## src/rtl/hazard_forward_unit.sv

```systemverilog
// ============================================================================
// Module  : hazard_forward_unit
// Brief   : EX-stage operand forwarding plus load-use stall FSM with a
//           saturating stall-cycle counter.
// Revision: 1.0
// ============================================================================
`default_nettype none

module hazard_forward_unit #(
    parameter int AW         = 5,
    parameter int LOAD_STALL = 1,
    parameter int CW         = 16
) (
    input  logic          clk,
    input  logic          reset,
    input  logic [AW-1:0] id_rs1,
    input  logic [AW-1:0] id_rs2,
    input  logic          id_use_rs1,
    input  logic          id_use_rs2,
    input  logic [AW-1:0] ex_rs1,
    input  logic [AW-1:0] ex_rs2,
    input  logic [AW-1:0] id_ex_rd,
    input  logic          id_ex_regwrite,
    input  logic          id_ex_memread,
    input  logic [AW-1:0] ex_mem_rd,
    input  logic          ex_mem_regwrite,
    input  logic [AW-1:0] mem_wb_rd,
    input  logic          mem_wb_regwrite,
    input  logic          flush,
    output logic [1:0]    forward_a,
    output logic [1:0]    forward_b,
    output logic          stall,
    output logic          busy,
    output logic [CW-1:0] stall_count
);

    typedef enum logic {
        RUN   = 1'b0,
        STALL = 1'b1
    } state_t;

    state_t      r_state;
    state_t      w_state_next;
    logic [2:0]  r_cnt;
    logic [2:0]  w_cnt_next;
    logic        w_hazard;

    // EX/MEM holds the younger result, so it wins over MEM/WB.
    function automatic logic [1:0] fwd_sel(
        input logic [AW-1:0] rs,
        input logic          mem_we,
        input logic [AW-1:0] mem_rd,
        input logic          wb_we,
        input logic [AW-1:0] wb_rd
    );
        logic [1:0] sel;
        sel = 2'b00;
        if (mem_we && (mem_rd != '0) && (mem_rd == rs)) begin
            sel = 2'b10;
        end else if (wb_we && (wb_rd != '0) && (wb_rd == rs)) begin
            sel = 2'b01;
        end
        return sel;
    endfunction

    always_comb begin
        forward_a = fwd_sel(ex_rs1, ex_mem_regwrite, ex_mem_rd, mem_wb_regwrite, mem_wb_rd);
        forward_b = fwd_sel(ex_rs2, ex_mem_regwrite, ex_mem_rd, mem_wb_regwrite, mem_wb_rd);
    end

    always_comb begin
        w_hazard = id_ex_memread && id_ex_regwrite && (id_ex_rd != '0) &&
                   ((id_use_rs1 && (id_ex_rd == id_rs1)) ||
                    (id_use_rs2 && (id_ex_rd == id_rs2)));
    end

    always_ff @(posedge clk or posedge reset) begin
        if (reset) begin
            r_state <= RUN;
            r_cnt   <= 3'd0;
        end else begin
            r_state <= w_state_next;
            r_cnt   <= w_cnt_next;
        end
    end

    always_comb begin
        w_state_next = r_state;
        w_cnt_next   = r_cnt;
        stall        = 1'b0;
        case (r_state)
            RUN: begin
                stall = w_hazard && !flush;
                if (stall && (LOAD_STALL > 1)) begin
                    w_state_next = STALL;
                    w_cnt_next   = 3'(LOAD_STALL - 1);
                end
            end
            STALL: begin
                // A hazard seen here is ignored; it is re-evaluated once back in RUN.
                stall = !flush;
                if (flush || (r_cnt == 3'd1)) begin
                    w_state_next = RUN;
                    w_cnt_next   = 3'd0;
                end else begin
                    w_cnt_next   = r_cnt - 3'd1;
                end
            end
            default: begin
                w_state_next = RUN;
                w_cnt_next   = 3'd0;
            end
        endcase
    end

    assign busy = (r_state == STALL);

    always_ff @(posedge clk or posedge reset) begin
        if (reset) begin
            stall_count <= '0;
        end else if (stall && (stall_count != {CW{1'b1}})) begin
            stall_count <= stall_count + CW'(1);
        end
    end

endmodule

`default_nettype wire

```

## config.mk

```make
export PLATFORM = sky130hd
export DESIGN_NAME = hazard_forward_unit
export DESIGN_NICKNAME = d
export VERILOG_FILES = /design/src/rtl/hazard_forward_unit.sv
export SDC_FILE = /design/constraint.sdc
export NUM_CORES = 1
export LEC_CHECK = 0
export ABC_AREA = 1
export CORE_ASPECT_RATIO = 0.9
export CORE_MARGIN = 2
export CORE_UTILIZATION = 30
export CTS_CLUSTER_SIZE = 8
export DETAILED_ROUTE_END_ITERATION = 10
export MAX_ROUTING_LAYER = met4
export PLACE_DENSITY_LB_ADDON = 0.2
export SLEW_MARGIN = 20
export SYNTH_ARGS = -nofsm -noshare
export SYNTH_HDL_FRONTEND = slang
export SYNTH_SLANG_ARGS = --single-unit
```

## constraint.sdc

```tcl
create_clock -name clk -period 2.8 [get_ports clk]
set_input_delay 0.56 -clock clk [delete_from_list [all_inputs] [get_ports clk]]
set_output_delay 0.56 -clock clk [all_outputs]
set_load 0.05 [all_outputs]
```

==> flow_summary.ini <==
[critical_path]
r2r-start = stall_count[0]$_DFFE_PP0P_
slowest_stage = clkdlybuf4s50_1
cp_slowest_stage_delay_ps = 460
cp_max_fo = 3
path_cells = clkdlybuf4s50_1 -> nor2_1 -> nand2_1 -> o21ai_0 -> nor4_2 -> nor2_1 -> buf_12
rrSetupSlack_ps = 980
crit_start = ex_mem_rd[0]
endpoint_kind = primary output
cpLargestDelayFamily = buffers and inverters
required_ps = 2240
cp-start-kind = input port
cp_num_buf_inv = 2
path_class = in2out
crit_top_cell = nor2_1
crit_arrival_ps = 1990

[run_status]
status = finished, final reports clean

[die]
die_w_microns = 82.86
core_sq_mm = 0.005318
die-height_microns = 74.98
row_count = 25
die_area_sq_mm = 0.006212
initial_core_util_pct = 31.58
design.portCount = 66

[timing]
slew_viol_final = 0
skew_ps = 2.106
setup_viol = 0
hold_viol = 0
tightest_slew_ps = 770.3
finalCritPeriodShare_pct = 91.04
min_period_ps = 2549
fmax_mhz = 392.3
rsz0062_at_grt = false
slew_headroom_pct = 48.59

[clock_tree]
root_buffer = clkbuf_8
ctsHoldBuffers = 0
cts_buffers = 3
clockBufferDepth = 2
clkTransAtPathRegs_ps = 70
cts_tree = built
h-tree-depth = 1
clk_latency_ps = 260
numClockSinks = 20
post_cts_resize_count = 0
cts_setup_buffers = 0

[synth]
seq_area_frac_synth_pct = 29.81
synth_warnings = 0
syn_nets = 295
synthTopCellsByArea = dfrtp_1, nand2_1, xor2_1
synth_cells = 248
yosys.area.top_type = dfrtp_1
ys_ff_latch = 20
syn-cell-area_sq_mm = 0.001679
avgSynthCellArea_sq_um = 6.771
yosysTopAreaCellShare_pct = 29.81
yosysUniqueCellTypes = 22

[grt]
antenna_found_initial = 0
grt_pass1_wl_microns = 8052
overflow = 0
grt_usage_pct = 16.48
grt_max_degree = 21
grt_pass1_vias = 1687

[final_layout]
antennaDiodeCount = 0
area_growth_pct = 51.79
fillers = 547
final_cell_area_sq_mm = 0.002549
nets = 365
drive_gt1_share_pct = 7.571

[drt]
num_vias = 1740
drc = 0
wirelength_microns = 4686
drtIter0Drc = 76
viasPerCell = 4.531
ant_nets = 0
dr.pass1.iters = 4
wl_per_cell_microns = 12.20

[power_and_ir_drop]
p_comb_share_pct = 24.3
totalPowerFinal_mw = 0.7818
p_per_area_mw_per_mm2 = 306.7
seqPwrFrac_pct = 38.6
power_frac_clock_pct = 37.1
p_sw_mw = 0.1986
p_leak_nw = 1.220
p_sw_share_pct = 25.41
ir_drop_mv = 0.4838
p_int_mw = 0.5831

[min_path]
worstHoldStart = stall_count[14]$_DFFE_PP0P_
min_path_type = reg2reg

[placed_design]
portBuffers = 65
hpwl_microns = 3718
place_congestion = 0.9889
placed_area_sq_mm = 0.002477

[job]
cap_viol_max_count = 0
## kinds of logic (layout without fill, tap and decap cells)
kind of cell / count (synthesis) / after routing / share of synthesized area (%)
fa+ha+maj: 3 / 3 / 2.236
compound gates: 6 / 6 / 1.937
flops: 20 / 20 / 29.81
buf+inv: 32 / 101 / 7.749
xor+xnor: 34 / 34 / 17.73
simple gates: 153 / 153 / 40.54
## sequential cells by signal, indices dropped and copies added (netlist names)
signal       flops
busy             1
stall_count     16
r_cnt            3
## layer usage
layer / global-route usage, % / part of all wire [%]
met1: 22.94 / 52
met2: 25.00 / 43
met3: 2.961 / 3.5
met4: 4.189 / 1.8
met5: - / 0
## power by group through the flow
| stage | Sequential [mW] | Combinational (mW) | Clock (mW) |
|---|---|---|---|
| 3_5_place_dp | 0.307 | 0.190 | 0 |
| 2_1_floorplan | 0.324 | 0.0680 | 0 |
| 5_1_grt | 0.303 | 0.207 | 0.310 |
| 4_1_cts | 0.301 | 0.191 | 0.303 |
| 3_3_place_gp | 0.307 | 0.190 | 0 |
| 6_report | 0.302 | 0.190 | 0.290 |
## cells in the mapped netlist (all sizes together)
cell type,n
dfrtp,20
nor2,25
o22ai,2
buf,3
nor4,2
nand4,6
a21oi,1
o21ai,3
nor3,8
xor2,20
xnor2,14
ha,3
nand2,86
nand3,26
inv,29
## stage by stage
stage          hold WS [ps]  cells  setup TNS [ps]  util [%]  setup WS (ps)
2_1_floorplan         523.8    248          -2.254         -         -1.127
3_3_place_gp          521.9    380               0     46.59          292.5
3_5_place_dp          523.0    380               0     46.59          243.2
4_1_cts               541.4    384               0     47.93          247.3
5_1_grt               564.4    384               0     47.93          101.5
6_report              539.9    384               0     47.93          250.8
## placed cells by master (no fill, tap or decap)
cell type	synthesis	final
buf_4	0	3
o22ai_1	2	2
dfrtp_1	20	20
nand2_2	2	2
nor3_2	1	1
o21ai_0	3	3
a21oi_1	1	1
nor3_1	6	6
nand2_1	83	83
ha_1	3	3
nand3_1	26	26
xor2_1	20	20
nand4_4	1	1
nor4_2	0	2
nand4_1	5	5
bufinv_16	0	1
nor2_1	25	25
inv_2	4	4
xnor2_1	14	14
nand2_4	1	1
nor3_4	1	1
clkbuf_8	0	3
clkdlybuf4s50_1	0	60
buf_12	0	5
inv_1	25	25
## worst register-to-register path: stages (launching register included)
cell and delay (ps):
dfrtp_1 430, ha_1 250, nand2_2 100, nor3_4 260, nand4_4 300, nand2_4 290, nand2_1 70, nand2_1 70
## path summary, 6_finish.rpt
kind                                               endpoint  depth (start not counted)
worst max-delay path                           forward_b[0]                          7
worst min-delay path            stall_count[14]$_DFFE_PP0P_                          2
worst max register to register   stall_count[8]$_DFFE_PP0P_                          7
worst min register to register  stall_count[14]$_DFFE_PP0P_                          2
max in group asynchronous       stall_count[14]$_DFFE_PP0P_                          2
min in group asynchronous              r_cnt[2]$_DFFE_PP0P_                          2
## cell type report
type                    instances  area (sq um)  share of cell area [%]
multi-input cells             196          1061                   41.63
repair buffers                 68         723.2                   28.38
flip-flops and latches         20         500.5                   19.64
inverters                      29         108.9                   4.271
well taps                      67         83.83                   3.289
clock buffers                   3         41.29                   1.620
clock inverters                 1         30.03                   1.178
(Power assumes the default switching activity.)
